--- config.mk ---
export PLATFORM = sky130hd
export DESIGN_NAME = alu_mul_sequencer_flat
export DESIGN_NICKNAME = d
export VERILOG_FILES = /design/src/rtl/alu_mul_sequencer_pkg.sv /design/src/rtl/alu_mul_sequencer_if.sv /design/src/rtl/alu_mul_sequencer_dp.sv /design/src/rtl/alu_mul_sequencer.sv /design/src/flat_wrapper.sv
export SDC_FILE = /design/constraint.sdc
export NUM_CORES = 1
export LEC_CHECK = 0
export ABC_AREA = 1
export CELL_PAD_IN_SITES_DETAIL_PLACEMENT = 1
export CELL_PAD_IN_SITES_GLOBAL_PLACEMENT = 2
export CORE_MARGIN = 2
export CORE_UTILIZATION = 32
export DETAILED_ROUTE_END_ITERATION = 16
export PLACE_DENSITY_LB_ADDON = 0.1
export SYNTH_ARGS = -nofsm -noshare
export SYNTH_HDL_FRONTEND = slang
export SYNTH_SLANG_ARGS = --single-unit
--- constraint.sdc ---
create_clock -name clk_i -period 2.18 [get_ports clk_i]
set_input_delay 0.327 -clock clk_i [delete_from_list [all_inputs] [get_ports clk_i]]
set_output_delay 0.327 -clock clk_i [all_outputs]
set_load 0.01 [all_outputs]
--- src/rtl/alu_mul_sequencer_pkg.sv ---
`default_nettype none
// ============================================================================
// alu_mul_sequencer_pkg : shared ALU control codes, ALUOp codes, MUL FSM states
// Revision: 1.0
// ============================================================================
package alu_mul_sequencer_pkg;

  localparam int XLEN   = 32;
  localparam int CTRL_W = 3;

  localparam logic [CTRL_W-1:0] ALU_AND  = 3'b000;
  localparam logic [CTRL_W-1:0] ALU_OR   = 3'b001;
  localparam logic [CTRL_W-1:0] ALU_SUB  = 3'b010;
  localparam logic [CTRL_W-1:0] ALU_ADD  = 3'b011;
  localparam logic [CTRL_W-1:0] ALU_SLT  = 3'b100;
  localparam logic [CTRL_W-1:0] ALU_MUL  = 3'b101;
  localparam logic [CTRL_W-1:0] ALU_SLLI = 3'b110;
  localparam logic [CTRL_W-1:0] ALU_SRAI = 3'b111;

  localparam logic [1:0] ALUOP_LDST   = 2'b00;
  localparam logic [1:0] ALUOP_BRANCH = 2'b01;
  localparam logic [1:0] ALUOP_RTYPE  = 2'b10;
  localparam logic [1:0] ALUOP_ITYPE  = 2'b11;

  typedef logic [1:0] state_t;
  localparam state_t ST_IDLE = 2'd0;
  localparam state_t ST_RUN  = 2'd1;
  localparam state_t ST_DONE = 2'd2;

endpackage
`default_nettype wire

--- src/rtl/alu_mul_sequencer_if.sv ---
`default_nettype none
// ============================================================================
// alu_mul_sequencer_if : EX-stage <-> multiply sequencer signal bundle
// Revision: 1.0
// ============================================================================
interface alu_mul_sequencer_if #(
  parameter int XLEN   = 32,
  parameter int CTRL_W = 3
);
  logic              valid_i;
  logic [CTRL_W-1:0] alu_ctrl_i;
  logic [XLEN-1:0]   rs1_data_i;
  logic [XLEN-1:0]   rs2_data_i;
  logic              flush_i;
  logic              stall_o;
  logic              busy_o;
  logic              result_valid_o;
  logic [XLEN-1:0]   result_o;

  modport master (
    output valid_i, alu_ctrl_i, rs1_data_i, rs2_data_i, flush_i,
    input  stall_o, busy_o, result_valid_o, result_o
  );

  modport slave (
    input  valid_i, alu_ctrl_i, rs1_data_i, rs2_data_i, flush_i,
    output stall_o, busy_o, result_valid_o, result_o
  );
endinterface
`default_nettype wire

--- src/rtl/alu_mul_sequencer_dp.sv ---
`default_nettype none
// ============================================================================
// mul_shift_add_dp : shift-add multiply datapath (acc, mcand, mplier, cnt)
// Revision: 1.0
// ============================================================================
module mul_shift_add_dp #(
  parameter int XLEN = 32
) (
  input  wire logic            clk_i,
  input  wire logic            rst_i,
  input  wire logic            load_i,
  input  wire logic            step_i,
  input  wire logic [XLEN-1:0] mcand_i,
  input  wire logic [XLEN-1:0] mplier_i,
  output logic      [XLEN-1:0] acc_nxt_o,
  output logic                 last_o
);

  localparam int CNT_W = $clog2(XLEN);

  logic [XLEN-1:0]  acc_q, acc_d;
  logic [XLEN-1:0]  mcand_q, mcand_d;
  logic [XLEN-1:0]  mplier_q, mplier_d;
  logic [CNT_W-1:0] cnt_q, cnt_d;

  always_ff @(posedge clk_i or negedge rst_i) begin
    if (!rst_i) begin
      acc_q    <= '0;
      mcand_q  <= '0;
      mplier_q <= '0;
      cnt_q    <= '0;
    end else begin
      acc_q    <= acc_d;
      mcand_q  <= mcand_d;
      mplier_q <= mplier_d;
      cnt_q    <= cnt_d;
    end
  end

  always_comb begin
    acc_d    = acc_q;
    mcand_d  = mcand_q;
    mplier_d = mplier_q;
    cnt_d    = cnt_q;
    if (load_i) begin
      acc_d    = '0;
      mcand_d  = mcand_i;
      mplier_d = mplier_i;
      cnt_d    = '0;
    end else if (step_i) begin
      acc_d    = mplier_q[0] ? (acc_q + mcand_q) : acc_q;
      mcand_d  = mcand_q << 1;
      mplier_d = mplier_q >> 1;
      cnt_d    = cnt_q + CNT_W'(1);
    end
  end

  // Post-step accumulator lets the sequencer capture the product on DONE entry.
  assign acc_nxt_o = acc_d;
  assign last_o    = (cnt_q == CNT_W'(XLEN - 1));

endmodule
`default_nettype wire

--- src/rtl/alu_mul_sequencer.sv ---
`default_nettype none
// ============================================================================
// alu_mul_sequencer : stalls the pipeline while an iterative MUL runs in EX
// Revision: 1.0
// ============================================================================
module alu_mul_sequencer
  import alu_mul_sequencer_pkg::*;
#(
  parameter int                XLEN     = alu_mul_sequencer_pkg::XLEN,
  parameter int                CTRL_W   = alu_mul_sequencer_pkg::CTRL_W,
  parameter logic [CTRL_W-1:0] MUL_CODE = alu_mul_sequencer_pkg::ALU_MUL
) (
  input  wire logic          clk_i,
  input  wire logic          rst_i,
  alu_mul_sequencer_if.slave bus
);

  state_t          state_q, state_d;
  logic            accept;
  logic            load, step, stall, last;
  logic [XLEN-1:0] acc_nxt;
  logic [XLEN-1:0] result_q, result_d;
  logic            result_valid_q, result_valid_d;

  assign accept = bus.valid_i && (bus.alu_ctrl_i == MUL_CODE) && !bus.flush_i;

  mul_shift_add_dp #(.XLEN(XLEN)) u_dp (
    .clk_i     (clk_i),
    .rst_i     (rst_i),
    .load_i    (load),
    .step_i    (step),
    .mcand_i   (bus.rs1_data_i),
    .mplier_i  (bus.rs2_data_i),
    .acc_nxt_o (acc_nxt),
    .last_o    (last)
  );

  always_ff @(posedge clk_i or negedge rst_i) begin
    if (!rst_i) begin
      state_q <= ST_IDLE;
    end else begin
      state_q <= state_d;
    end
  end

  always_comb begin
    state_d = state_q;
    case (state_q)
      ST_IDLE: if (accept) state_d = ST_RUN;
      ST_RUN:  if (last)   state_d = ST_DONE;
      ST_DONE: state_d = ST_IDLE;
      default: state_d = ST_IDLE;
    endcase
    if (bus.flush_i) state_d = ST_IDLE;
  end

  always_comb begin
    load  = 1'b0;
    step  = 1'b0;
    stall = 1'b0;
    case (state_q)
      ST_IDLE: begin
        load  = accept;
        stall = accept;
      end
      ST_RUN: begin
        step  = !bus.flush_i;
        stall = !bus.flush_i;
      end
      default: ;
    endcase
  end

  // The product is latched on the RUN->DONE edge; a flush there discards it.
  assign result_valid_d = (state_q == ST_RUN) && last && !bus.flush_i;
  assign result_d       = result_valid_d ? acc_nxt : result_q;

  always_ff @(posedge clk_i or negedge rst_i) begin
    if (!rst_i) begin
      result_q       <= '0;
      result_valid_q <= 1'b0;
    end else begin
      result_q       <= result_d;
      result_valid_q <= result_valid_d;
    end
  end

  // Reset forces stall low even if a MUL is presented while still in reset.
  assign bus.stall_o        = stall && rst_i;
  assign bus.busy_o         = (state_q != ST_IDLE);
  assign bus.result_valid_o = result_valid_q;
  assign bus.result_o       = result_q;

endmodule
`default_nettype wire
--- src/flat_wrapper.sv ---
// flat-port wrapper written by rule: the top's interface ports become plain ports
module alu_mul_sequencer_flat import alu_mul_sequencer_pkg::*;
#(
  parameter int                XLEN     = alu_mul_sequencer_pkg::XLEN,
  parameter int                CTRL_W   = alu_mul_sequencer_pkg::CTRL_W,
  parameter logic [CTRL_W-1:0] MUL_CODE = alu_mul_sequencer_pkg::ALU_MUL
)
  (clk_i, rst_i, bus_valid_i, bus_alu_ctrl_i, bus_rs1_data_i, bus_rs2_data_i, bus_flush_i, bus_stall_o, bus_busy_o, bus_result_valid_o, bus_result_o);
  alu_mul_sequencer_if #(.XLEN(XLEN), .CTRL_W(CTRL_W)) bus_i ();
  input  wire logic clk_i;
  input  wire logic rst_i;
  input wire logic [$bits(bus_i.valid_i)-1:0] bus_valid_i;
  input wire logic [$bits(bus_i.alu_ctrl_i)-1:0] bus_alu_ctrl_i;
  input wire logic [$bits(bus_i.rs1_data_i)-1:0] bus_rs1_data_i;
  input wire logic [$bits(bus_i.rs2_data_i)-1:0] bus_rs2_data_i;
  input wire logic [$bits(bus_i.flush_i)-1:0] bus_flush_i;
  output wire logic [$bits(bus_i.stall_o)-1:0] bus_stall_o;
  output wire logic [$bits(bus_i.busy_o)-1:0] bus_busy_o;
  output wire logic [$bits(bus_i.result_valid_o)-1:0] bus_result_valid_o;
  output wire logic [$bits(bus_i.result_o)-1:0] bus_result_o;
  assign bus_i.valid_i = bus_valid_i;
  assign bus_i.alu_ctrl_i = bus_alu_ctrl_i;
  assign bus_i.rs1_data_i = bus_rs1_data_i;
  assign bus_i.rs2_data_i = bus_rs2_data_i;
  assign bus_i.flush_i = bus_flush_i;
  assign bus_stall_o = bus_i.stall_o;
  assign bus_busy_o = bus_i.busy_o;
  assign bus_result_valid_o = bus_i.result_valid_o;
  assign bus_result_o = bus_i.result_o;
  alu_mul_sequencer #(.XLEN(XLEN), .CTRL_W(CTRL_W), .MUL_CODE(MUL_CODE)) u_core (.clk_i(clk_i), .rst_i(rst_i), .bus(bus_i));
endmodule
==> results.toml, run 1 <==
[clock_network]
htree_levels = 4
cts.clk_slew.worst_paths_ns = 0.06
clockBufferDepth = 2
cts_tree = "yes"
root_buffer = "clkbuf_16"
cts_made_buffers = 17
cts_hold_buf = 0
clock-sinks = 136
worstSkewPairLatency_ns = 0.43

[drt]
postRouteAntennaNets = 0
wl_per_cell_um = 15.93
dr.pass1.iters = 4
drc_errors = 0
avgViaCountPerCell = 4.705
drt-initial-drc-count = 242
drt-total-wl_um = 25470
num_vias = 7523

[critical_path]
worstSetupPathType = "reg -> reg"
cp-end-kind = "flip-flop"
critPathMaxStageDelay_ns = 0.41
critPathLaunchType = "flip-flop"
cp.arrival_ns = 2.32
rrSetupSlack_ns = 0.17
r2r-end = "u_core.bus.result_o[27]$_DFFE_PN0P_"
worstRegToRegCells = 13
worstPathCellList = "ha_2 > nand2_1 > nor2_2 > buf_4 > nand2_1 > nor3_1 > nand2_1 > nand2_1 > nand2_1 > nand2_1 > nand2_1 > nand3_1 > nand2_1"
cp_common_cell = "nand2_1"
crit_required_ns = 2.49
cpMaxStageDelayCell = "dfrtp_1"
reg2reg_from = "u_core.u_dp.mcand_q[12]$_DFFE_PN0N_"
cp_max_fo = 4

[yosys]
avgSynthCellArea_um2 = 7.213
synth_top_cell_by_area = "dfrtp_1"
syn-cell-area_um2 = 8194
yosys.area_share.simple_pct = 23.62
synth_top_family_by_area = "simple AND/OR/NAND/NOR gates"
ys_ff_latch = 136
synth_xor_xnor_area_share_pct = 1.603
synth-edff-count = 0
syn_inst = 1136
synth_top_area_share_pct = 41.53
synth_cell_types = 34
ys_seq_area_share_pct = 41.53
yosys_warnings = 0
synth.area.top_cells = "dfrtp_1 42%, nand2_1 16%, inv_1 10%, o21ai_0 7.5%, ha_1 5.0%"
yosys.area_share.adder_pct = 5.283
synthArstFlopShare_pct = 100.0
ys.flop_type = "dfrtp_1"
muxShareOfSynthArea_pct = 0
synth_compound_area_share_pct = 14.98
syn-num-nets = 1241

[power]
intPower_mw = 7.373
peakVddDrop_mv = 0.4024
powerDensity_nw_per_um2 = 1188
p_sw_share_pct = 41.93
leakage_nw = 5.383
power.total_mw = 12.70
clkPwrFrac_pct = 22.8
combPwrFrac_pct = 47.4
seqPwrFrac_pct = 29.8
power_switching_mw = 5.324

[timing]
hold_ws_ns = 0.01312
relSlewSlack_pct = 45.62
finalSetupTns_ns = 0
finClkSkew_ns = 0.01642
rsz0062_at_grt = "true"
max_freq_mhz = 497.3
setup_ws_ns = 0.1693
fin_crit_ns = 2.011
setup_violations = 0
final-hold-violation-count = 0
slew_violations = 0
tightestPinTransition_ns = 0.8158
fin_crit_sh_pct = 92.23

[floorplan]
core_area_um2 = 25180
die_area_um2 = 26900
io_pins = 106
die_w_um = 164.0
fp-row-count = 58
start_util_pct = 32.54
die_height_um = 164.0

[global_routing]
grt_pass1_vias = 7662
grt-ovfl-total = 0
grt_usage_pct = 19.57
grt_max_degree = 137
antenna_found_initial = 0
grt_first_pass_wirelength_um = 40560

[placement]
dp_hpwl_um = 18940
gp_congestion = 0.7879
port_buffers = 105
dp_slack_ns = 0.01561

[final_layout]
nNetsFinal = 1362
mostFrequentLayoutCell = "nand2_1"
num_antenna_cells = 0
finish.utilization_pct = 42.45
mostFrequentLayoutCells = "337 x nand2_1, 224 x inv_1, 133 x dfrtp_1, 122 x o21ai_0, 103 x clkdlybuf4s50_1"
area_growth_pct = 30.45
drive_above_1_share_pct = 11.43

[worst_hold_path]
holdCritPathClass = "in -> async"

[outcome]
outcome = "completed"

[flow_run]
drv_cap = 0
Yosys cell counts, types with 3 or more instances:
cell and number:
nand2_1 350, inv_1 225, dfrtp_1 136, o21ai_0 122, nand3_1 46, nor2_1 44
ha_1 33, o221ai_1 29, a21oi_1 25, clkbuf_1 24, o21ai_1 18, xnor2_1 13
a21oi_2 10, nor3_1 10, buf_2 7, buf_6 5, nand3b_1 5, buf_4 4
nand2_2 4, nand4_1 4, o211ai_1 3, o21bai_1 3
area by class of cell:
type | instances | area [µm²]
clock buffers | 18 | 429.2
clock inverters | 13 | 148.9
fillers | 3081 | 14490
inverters | 226 | 848.3
multi-input cells | 733 | 4019
flip-flops and latches | 136 | 3407
well taps | 330 | 412.9
repair buffers | 143 | 1424
sequential cells by signal, indices dropped and copies added (netlist names):
| register | count |
|---|---|
| u_core.bus.result_o | 32 |
| u_core.bus.result_valid_o | 1 |
| u_core.state_q | 2 |
| u_core.u_dp.acc_q | 32 |
| u_core.u_dp.cnt_q | 5 |
| u_core.u_dp.mcand_q | 32 |
| u_core.u_dp.mplier_q | 32 |
per-layer routing:
layer  vias to the layer above  GRT usage (%)  part of all wire [%]
li1                       3811              -                     -
met1                      3625          27.10                    51
met2                        79          31.70                    45
met3                         8          4.369                   3.2
met4                         0          3.469                  0.54
met5                         -              0                     0
worst max-delay path, delay by kind of cell, from the launching register on:
family,cells,cell delay (ns)
adder cells (fa/ha/maj),1,0.39
flip-flops,1,0.41
buffers and inverters,1,0.13
AND/OR/NAND/NOR,11,0.98
power groups by stage:
stage / Clock (mW) / Combinational [mW] / Sequential, mW
finish: 2.89 / 6.02 / 3.79
global placement: 0 / 5.51 / 3.71
floorplan: 0 / 3.86 / 3.52
CTS: 2.98 / 5.63 / 3.68
global route: 3.08 / 6.85 / 3.87
detailed placement: 0 / 5.59 / 3.72
how the worst max path moves through the flow:
stage / startpoint / cells past startpoint / slack [ns] / to
after CTS: u_core.u_dp.mcand_q[8]$_DFFE_PN0N_ / 11 / 0.01 / u_core.bus.result_o[31]$_DFFE_PN0P_
final: u_core.u_dp.mcand_q[12]$_DFFE_PN0N_ / 13 / 0.17 / u_core.bus.result_o[27]$_DFFE_PN0P_
after global routing: u_core.u_dp.mcand_q[0]$_DFFE_PN0N_ / 15 / -0.02 / u_core.bus.result_o[30]$_DFFE_PN0P_
after detailed placement: bus_alu_ctrl_i[0] / 8 / 0.02 / bus_stall_o
after global placement: bus_alu_ctrl_i[0] / 8 / 0.05 / bus_stall_o
after floorplan: u_core.u_dp.acc_q[0]$_DFF_PN0_ / 15 / 0.28 / u_core.bus.result_o[30]$_DFFE_PN0P_
cells by family after synthesis:
logic type	Yosys count
buffers and inverters	267
XOR/XNOR	15
AO/OA/AOI/OAI	212
AND/OR/NAND/NOR	472
flip-flops	136
adder cells (fa/ha/maj)	34
timing repair:
item	CTS	global route
setup endpoints to repair	1	33
pin swaps	0	2
resized for setup	2	58
hold endpoints to repair	0	0
cloned	0	0
setup buffers	0	1
stage by stage:
step | std cells | cell area (µm²)
floorplan | 1136 | 8194
finish | 1599 | 10690
global placement | 1567 | 9817
detailed placement | 1567 | 9817
global route | 1599 | 10690
CTS | 1598 | 10400
Power figures use the tool's default switching activity.
==> run 2: changes to the inputs <==
- TNS_END_PERCENT: default -> 100
==> results of run 2 <==
No change in the layout: final DEF, timing and power equal those of run 1.
